===== src/rtl/othello_pkg.sv =====
// Shared Othello types: stone and winner codes, and the score counter FSM states.
package othello_pkg;

  typedef enum logic [1:0] {
    STONE_WHITE = 2'b00,
    STONE_BLACK = 2'b01,
    STONE_EMPTY = 2'b10
  } stone_t;

  typedef enum logic [1:0] {
    WIN_WHITE = 2'b00,
    WIN_BLACK = 2'b01,
    WIN_TIE   = 2'b10
  } winner_t;

  typedef enum logic [1:0] {
    ST_IDLE = 2'b00,
    ST_SCAN = 2'b01,
    ST_FIN  = 2'b10,
    ST_HOLD = 2'b11
  } state_t;

  function automatic winner_t winner_of(input logic [31:0] black, input logic [31:0] white);
    if (black > white) return WIN_BLACK;
    if (white > black) return WIN_WHITE;
    return WIN_TIE;
  endfunction

endpackage


===== src/rtl/board_score_counter_if.sv =====
// Bus between the game-control FSM / display side and the board score counter.
interface board_score_counter_if
  import othello_pkg::*;
#(
  parameter int BOARD_N = 8
);
  localparam int CNT_W = $clog2(BOARD_N*BOARD_N+1);

  // i_start is a request taken only when the counter is idle or holding (o_busy low);
  // o_done is a one-cycle valid pulse, with counts/winner settled from the next cycle on.
  logic                                 i_start;
  logic                                 i_clear;
  logic [0:BOARD_N-1][0:BOARD_N-1][1:0] i_board;
  logic [CNT_W-1:0]                     o_black;
  logic [CNT_W-1:0]                     o_white;
  logic [CNT_W-1:0]                     o_empty;
  logic [1:0]                           o_winner;
  logic                                 o_busy;
  logic                                 o_done;
  state_t                               state;

  modport master (
    output i_start, i_clear, i_board,
    input  o_black, o_white, o_empty, o_winner, o_busy, o_done, state
  );

  modport slave (
    input  i_start, i_clear, i_board,
    output o_black, o_white, o_empty, o_winner, o_busy, o_done, state
  );

endinterface


===== src/rtl/board_lane_tally.sv =====
// Combinational tally of black and white stones among one column group of LANES cells.
module board_lane_tally
  import othello_pkg::*;
#(
  parameter int LANES = 1
) (
  input  stone_t [LANES-1:0]         cells,
  output logic [$clog2(LANES+1)-1:0] black,
  output logic [$clog2(LANES+1)-1:0] white
);
  localparam int TW = $clog2(LANES+1);

  always_comb begin
    black = '0;
    white = '0;
    for (int i = 0; i < LANES; i++) begin
      if (cells[i] == STONE_BLACK) black = black + TW'(1);
      if (cells[i] == STONE_WHITE) white = white + TW'(1);
    end
  end

endmodule


===== src/rtl/board_score_counter.sv =====
// Column-major N x N board scan, LANES cells per cycle, with winner decision held until next scan.
// Optional: define BOARD_SCORE_EMPTY_TO_WINNER_EN to give the empty squares to the leading colour.
module board_score_counter
  import othello_pkg::*;
#(
  parameter int BOARD_N = 8,
  parameter int LANES   = 1
) (
  input  logic                 i_clk,
  input  logic                 i_rst,
  board_score_counter_if.slave bus
);
  localparam int CNT_W = $clog2(BOARD_N*BOARD_N+1);
  localparam int PW    = $clog2(BOARD_N);
  localparam int TW    = $clog2(LANES+1);
  localparam logic [PW-1:0] LAST_ROW = PW'(BOARD_N - LANES);
  localparam logic [PW-1:0] LAST_COL = PW'(BOARD_N - 1);
  localparam logic [PW-1:0] ROW_STEP = PW'(LANES % BOARD_N);

  state_t           state_q, state_d;
  logic [PW-1:0]    row_q, col_q;
  logic [CNT_W-1:0] black_q, white_q, empty_q;
  logic [CNT_W-1:0] fin_black, fin_white, fin_empty;
  winner_t          winner_q;
  stone_t [LANES-1:0] lane_cells;
  logic [TW-1:0]    lane_black, lane_white, lane_empty;
  logic             last_group;

  for (genvar i = 0; i < LANES; i++) begin : g_lane
    logic [PW-1:0] row_idx;
    assign row_idx       = row_q + PW'(i);
    assign lane_cells[i] = stone_t'(bus.i_board[row_idx][col_q]);
  end

  board_lane_tally #(.LANES(LANES)) u_tally (
    .cells (lane_cells),
    .black (lane_black),
    .white (lane_white)
  );

  assign lane_empty = TW'(LANES) - lane_black - lane_white;
  assign last_group = (row_q == LAST_ROW) && (col_q == LAST_COL);

  always_comb begin
    state_d = state_q;
    case (state_q)
      ST_IDLE, ST_HOLD: if (bus.i_start) state_d = ST_SCAN;
      ST_SCAN:          if (last_group) state_d = ST_FIN;
      ST_FIN:           state_d = ST_HOLD;
      default:          state_d = ST_IDLE;
    endcase
    if (bus.i_clear) state_d = ST_IDLE;
  end

  // Final adjustment applied while in FIN; raw counts otherwise.
  always_comb begin
    fin_black = black_q;
    fin_white = white_q;
    fin_empty = empty_q;
`ifdef BOARD_SCORE_EMPTY_TO_WINNER_EN
    if (black_q > white_q) begin
      fin_black = black_q + empty_q;
      fin_empty = '0;
    end else if (white_q > black_q) begin
      fin_white = white_q + empty_q;
      fin_empty = '0;
    end
`endif
  end

  always_ff @(posedge i_clk or posedge i_rst) begin
    if (i_rst) begin
      state_q  <= ST_IDLE;
      row_q    <= '0;
      col_q    <= '0;
      black_q  <= '0;
      white_q  <= '0;
      empty_q  <= '0;
      winner_q <= WIN_TIE;
    end else if (bus.i_clear) begin
      state_q  <= ST_IDLE;
      row_q    <= '0;
      col_q    <= '0;
      black_q  <= '0;
      white_q  <= '0;
      empty_q  <= '0;
      winner_q <= WIN_TIE;
    end else begin
      state_q <= state_d;
      case (state_q)
        ST_IDLE, ST_HOLD: begin
          if (bus.i_start) begin
            row_q   <= '0;
            col_q   <= '0;
            black_q <= '0;
            white_q <= '0;
            empty_q <= '0;
          end
        end
        ST_SCAN: begin
          black_q <= black_q + CNT_W'(lane_black);
          white_q <= white_q + CNT_W'(lane_white);
          empty_q <= empty_q + CNT_W'(lane_empty);
          if (row_q == LAST_ROW) begin
            row_q <= '0;
            col_q <= col_q + PW'(1);
          end else begin
            row_q <= row_q + ROW_STEP;
          end
        end
        ST_FIN: begin
          black_q  <= fin_black;
          white_q  <= fin_white;
          empty_q  <= fin_empty;
          winner_q <= winner_of(32'(fin_black), 32'(fin_white));
        end
        default: ;
      endcase
    end
  end

  assign bus.o_black  = black_q;
  assign bus.o_white  = white_q;
  assign bus.o_empty  = empty_q;
  assign bus.o_winner = winner_q;
  assign bus.o_busy   = (state_q == ST_SCAN) || (state_q == ST_FIN);
  assign bus.o_done   = (state_q == ST_FIN);
  assign bus.state    = state_q;

endmodule

===== src/flat_wrapper.sv =====
// flat-port wrapper written by rule: the top's interface ports become plain ports
module board_score_counter_flat import othello_pkg::*;
#(
  parameter int BOARD_N = 8,
  parameter int LANES   = 1
)
  (i_clk, i_rst, bus_i_start, bus_i_clear, bus_i_board, bus_o_black, bus_o_white, bus_o_empty, bus_o_winner, bus_o_busy, bus_o_done, bus_state);
  board_score_counter_if #(.BOARD_N(BOARD_N)) bus_i ();
  input  logic i_clk;
  input  logic i_rst;
  input wire logic [$bits(bus_i.i_start)-1:0] bus_i_start;
  input wire logic [$bits(bus_i.i_clear)-1:0] bus_i_clear;
  input wire logic [$bits(bus_i.i_board)-1:0] bus_i_board;
  output wire logic [$bits(bus_i.o_black)-1:0] bus_o_black;
  output wire logic [$bits(bus_i.o_white)-1:0] bus_o_white;
  output wire logic [$bits(bus_i.o_empty)-1:0] bus_o_empty;
  output wire logic [$bits(bus_i.o_winner)-1:0] bus_o_winner;
  output wire logic [$bits(bus_i.o_busy)-1:0] bus_o_busy;
  output wire logic [$bits(bus_i.o_done)-1:0] bus_o_done;
  output wire logic [$bits(bus_i.state)-1:0] bus_state;
  assign bus_i.i_start = bus_i_start;
  assign bus_i.i_clear = bus_i_clear;
  assign bus_i.i_board = bus_i_board;
  assign bus_o_black = bus_i.o_black;
  assign bus_o_white = bus_i.o_white;
  assign bus_o_empty = bus_i.o_empty;
  assign bus_o_winner = bus_i.o_winner;
  assign bus_o_busy = bus_i.o_busy;
  assign bus_o_done = bus_i.o_done;
  assign bus_state = bus_i.state;
  board_score_counter #(.BOARD_N(BOARD_N), .LANES(LANES)) u_core (.i_clk(i_clk), .i_rst(i_rst), .bus(bus_i));
endmodule

===== config.mk =====
export PLATFORM = sky130hd
export DESIGN_NAME = board_score_counter_flat
export DESIGN_NICKNAME = d
export VERILOG_FILES = /design/src/rtl/othello_pkg.sv /design/src/rtl/board_score_counter_if.sv /design/src/rtl/board_lane_tally.sv /design/src/rtl/board_score_counter.sv /design/src/flat_wrapper.sv
export SDC_FILE = /design/constraint.sdc
export NUM_CORES = 1
export LEC_CHECK = 0
export BUFFER_PORTS_ARGS = -buffer_cell sky130_fd_sc_hd__buf_2
export CAP_MARGIN = 20
export CORE_UTILIZATION = 46
export DETAILED_ROUTE_END_ITERATION = 12
export PLACE_DENSITY = 0.92
export SLEW_MARGIN = 25
export SYNTH_ARGS = -nofsm -noshare
export SYNTH_HDL_FRONTEND = slang
export SYNTH_SLANG_ARGS = --single-unit
export TNS_END_PERCENT = 30

===== constraint.sdc =====
create_clock -name i_clk -period 3.8 [get_ports i_clk]
set_clock_uncertainty 0.05 [all_clocks]
set_input_delay 0.38 -clock i_clk [delete_from_list [all_inputs] [get_ports i_clk]]
set_output_delay 0.38 -clock i_clk [all_outputs]
set_load 0.02 [all_outputs]

* Yosys cells after proc, flatten, opt, wreduce, memory -nomap -nowiden
Cells that the tools add are included.
Cells by class: add/sub/neg operators 7, order comparisons 4, equality and inequality tests 10, muxes and demuxes 39, bitwise gates (word level) 2, reductions and logical operators 11
Operator list (number):
- $bmux 16 s3 | 1
- $pmux 7 s2 | 3
- $mux 16 | 2
- $mux 7 | 4
- $mux 2 | 11
- $add 7x1->7 | 3
- $mux 3 | 5
- $gt 7x7->1 | 2
- $pmux 3 s2 | 2
- $mux 1 | 9
- $ge 4x4->1 const B | 2
- $not 3->4 | 2
- $add 3x1->3 const B | 2
- $bmux 2 s3 | 1
- $eq 3x3->1 const B | 2
- $ne 3x2->1 const B | 2
- $pmux 2 s3 | 1
- $reduce_and 2->1 | 3
- $eq 2x1->1 const B | 2
- $eq 2x2->1 const B | 2
- $logic_not 2->1 | 2
- $ne 3x3->1 const B | 1
- $reduce_and 3->1 | 1
- $reduce_bool 3->1 | 1
- other kinds (7) | 7
Word-level totals: register bits after elaboration 31, input bits 132, output and inout bits 27

* Depth between registers and ports, before layout
depth in word-level cells 14, gate-level depth with buffers 15, mapped depth without buffers 12

* By module
Synthesis repeated with hierarchy kept, for this count alone.
Unflattened totals: cell total of the unflattened synthesis 283, area total of the unflattened synthesis 2882.8 um2
Modules (own cells, without submodules):
- board_score_counter | instances 1, cells an instance 281, area an instance 2865.2 um2, seq. area each 777.0 um2
- board_lane_tally | instances 1, cells an instance 2, area an instance 17.5 um2, seq. area each 0.0 um2

* Worst setup path after synthesis
Ideal clock, no wire load.
path type reg2reg, from reg u_core.row_q[0], to reg u_core.white_q[6] (netlist: u_core.bus.o_white[6]), data arrival time 2.885 ns, slack 0.732 ns, cell stages (with the launch flop) 14, buffers on the path 3, clock period less this slack 3.068 ns, cells stage by stage dfrtp_1 -> buf_6 -> buf_2 -> buf_2 -> mux4_2 -> o211ai_1 -> a31oi_1 -> a311oi_2 -> ha_1 -> ha_1 -> and3_1 -> a31oi_1 -> o21ai_0 -> o21ai_0
On the way: word-level cells in the longest chain between the ends 12
RTL lines:
- start, declared | RTL line board_score_counter.sv:21 | logic [PW-1:0] row_q, col_q;
- start signal, assigned | RTL line board_score_counter.sv:108 | row_q <= row_q + ROW_STEP;
- $not 3->4 (implied by the code) | RTL line board_score_counter.sv:32 | assign lane_cells[i] = stone_t'(bus.i_board[row_idx][col_q]);
- $bmux 16 s3 | RTL line board_score_counter.sv:32
- $mux 16 (implied by the code) (2 in a row) | RTL line board_score_counter.sv:32
- $bmux 2 s3 | RTL line board_score_counter.sv:32
- $mux 2 (implied by the code) (2 in a row) | RTL line board_score_counter.sv:32
- $logic_not 2->1 | RTL line board_lane_tally.sv:18 | if (cells[i] == STONE_WHITE) white = white + TW'(1);
- $mux 1 | RTL line board_lane_tally.sv:18
- $add 7x1->7 | RTL line board_score_counter.sv:102 | white_q <= white_q + CNT_W'(lane_white);
- $pmux 7 s2 | RTL line board_score_counter.sv:90 | case (state_q)
- $mux 7 | RTL line board_score_counter.sv:80 | end else if (bus.i_clear) begin
- end signal, assigned | RTL line board_score_counter.sv:102
- end signal, assigned | RTL line board_score_counter.sv:113 | white_q <= fin_white;
- end, declared | RTL line board_score_counter.sv:22 | logic [CNT_W-1:0] black_q, white_q, empty_q;
Every way passes these cells. The select of a mux whose other input is x is not followed. A chain may end at the register's enable or synchronous reset.

* Final worst setup path
Ends and elaborated chain as after synthesis.

==> results.json <==
{
  "ios": 159,
  "synth.avg_cell_area_sq_um": 10.1,
  "synthMostInstantiatedCell": "o21ai_0",
  "first_global_vias": 2989,
  "clockRootBuffer": "clkbuf_8",
  "vias": 3049,
  "viasPerCell": 5.87,
  "worstMarginPinSlew_ns": 0.921,
  "async_flop_share_pct": 100,
  "synth_cells": 288,
  "antenna_left": 0,
  "dp_hpwl_um": 7380,
  "path_max_fanout": 22,
  "status": "completed",
  "max-vdd-ir-drop_uv": 160,
  "grt_usage_pct": 28.1,
  "drt-initial-drc-count": 190,
  "hold_viol": 0,
  "crit_chain": "buf_4 -> mux4_1 -> mux2i_1 -> a221o_1 -> a31oi_1 -> a311oi_2 -> ha_1 -> ha_1 -> and3_1 -> a31oi_1 -> o21ai_0 -> o21ai_0",
  "place_congestion": 0.848,
  "maxSlewViolCount": 0,
  "rsz0062_at_grt": "false",
  "fin_crit_ns": 3.46,
  "fin_setup_tns_ns": 0,
  "syn2layout_area_growth_pct": 31.7,
  "ys_ff_latch": 31,
  "end_kind": "flop",
  "timing.fmax_ghz": 0.289,
  "insertion_delay_ns": 0.29,
  "dp_slack_ns": 0.339,
  "initial_utilization_pct": 48.3,
  "min_period_over_period_pct": 91.2,
  "cts_buffers": 5,
  "crit-reg2reg-launch": "u_core.row_q[0]",
  "p_leak_nw": 1.86,
  "critPathMaxStageDelay_ns": 0.64,
  "gr-total-overflow": 0,
  "cts_resized": 0,
  "finalCoreUtilization_pct": 63.6,
  "hold_path_class": "primary input to async pin",
  "setup_violations": 0,
  "arrival_ns": 3.58,
  "synth_largest_area_cell": "dfrtp_1",
  "htreeDepth": 2,
  "critPathSlowestCell": "mux4_1",
  "yosysSeqAreaShare_pct": 26.7,
  "synth_ff_type": "dfrtp_1",
  "pwr_density_cell_mw_per_mm2": 315,
  "cts_buffer_depth": 2,
  "synth_cell_types": 40,
  "fp.dieW_um": 81.5,
  "relSlewSlack_pct": 38.4,
  "post_cts_buffers": 0,
  "tritoncts": "built",
  "grt_pass1_wl_um": 13800,
  "max_cap_viol_count": 0,
  "path_clk_slew_ns": 0.07,
  "hold_buffers": 0,
  "num-nets-final": 594,
  "drc": 0,
  "crit_required_ns": 3.92,
  "dieArea_sq_mm": 0.00665,
  "rows": 28,
  "synth_commonest_cells": "o21ai_0, nand2_1, dfrtp_1, nor2_1, mux4_2",
  "synth_area_leaders": "dfrtp_1, mux4_2, ha_1, mux4_1, o21ai_0",
  "yosys_warnings": 0,
  "dr.pass1.iters": 4,
  "drive_above_1_share_pct": 45.8,
  "wirelength_um": 9140,
  "whs_ns": 0.113,
  "grt_max_degree": 32,
  "setup_slack_ns": 0.336,
  "antenna_found_initial": 0,
  "synth-edff-count": 0,
  "cp-startpoint": "u_core.row_q[0]",
  "critical_path_class": "flop to flop",
  "post_drt_wl_per_cell_um": 17.6,
  "synth_top_area_share_pct": 25.8,
  "cts.sinks": 31,
  "die_h_um": 81.5,
  "io_buffers": 158,
  "core_sq_mm": 0.00603,
  "syn_area_sq_mm": 0.00291,
  "syn_nets": 440,
  "cp-start-kind": "flop"
}
## state kept, by name, indices dropped and copies added (netlist names)
register,count
u_core.bus.o_white,7
u_core.bus.o_black,7
u_core.bus.o_empty,7
u_core.row_q,3
u_core.bus.state,2
u_core.bus.o_winner,2
u_core.col_q,3
## per-stage QoR
step / cell area, sq um / std cells / power, mW
after detailed placement: 3740 / 510 / 0.956
after CTS: 3830 / 518 / 1.21
after global placement: 3740 / 510 / 0.932
final: 3830 / 519 / 1.21
after global routing: 3830 / 518 / 1.28
after floorplan: 2910 / 288 / 0.806
## power by group
group	internal, mW	total [mW]	leakage [nW]	switching [mW]
clock network	0.125	0.257	0.0477	0.132
registers	0.351	0.390	0.423	0.0387
logic	0.285	0.559	1.39	0.275
total	0.761	1.21	1.86	0.445
## cells by family (layout without fill, tap and decap cells)
family          Yosys count  in the layout  share of synthesized area (%)
compound gates           74             74                           15.6
fa+ha+maj                20             20                           8.60
other cells               0              1                              0
simple gates             84             84                           13.2
buf+inv                  31            186                           5.29
flops                    31             31                           26.7
mux                      48             48                           30.6
## path summary, 6_finish.rpt
path,end,slack [ns],cells past startpoint
setup / recovery,u_core.bus.o_white[6],0.34,12
hold / removal,u_core.bus.state[1],0.11,3
setup reg to reg,u_core.bus.o_white[6],0.34,12
hold reg to reg,u_core.bus.o_empty[6],0.45,1
max in group asynchronous,u_core.bus.o_winner[1],3.25,3
min in group i_clk,u_core.bus.state[0],0.32,2
## critical path: cells and delay by family, from the launching register on
family	cells	cell delay, ns
compound gates	6	0.88
mux	2	0.85
flops	1	0.57
fa+ha+maj	2	0.39
buf+inv	1	0.37
simple gates	1	0.22
## metal layers
layer  GRT usage (%)  share of wire, %  vias to the layer above
li1                -                 -                     1420
met1            32.9                37                     1460
met2            50.9                55                      146
met5               0                 0                        -
met4            11.1               2.1                        0
met3            4.56               6.3                       23
## layout make-up
cell class,count,area [sq um]
Antenna cell,1,2.50
Tap cell,75,93.8
Inverter,13,48.8
Sequential cell,31,779
Multi-Input combinational cell,226,1980
Timing Repair Buffer,165,843
Clock buffer,5,68.8
Fill cell,501,2200
Clock inverter,3,15.0
## cell usage in the layout, fill, tap and decap left out, drive strengths merged
master   count
a21oi        3
nor2b        5
a311oi       1
nor4         1
dfrtp       30
a22oi        1
o21a         3
nand4        7
a221oi       1
o211ai       4
o221ai       1
diode        1
a211oi       1
mux2         3
a22o         2
o22ai        1
inv         13
ha          20
nand3        3
nand2       31
and3         6
mux4        30
o21ai       41
o2bb2ai      1
a31oi       10
clkbuf       5
a32o         1
or2          1
mux2i       15
nor2        24
dfstp        1
clkinv       3
a221o        2
buf        165
nor3         1
nand2b       3
nand3b       2
a21o         1
Power figures use the tool's default switching activity.
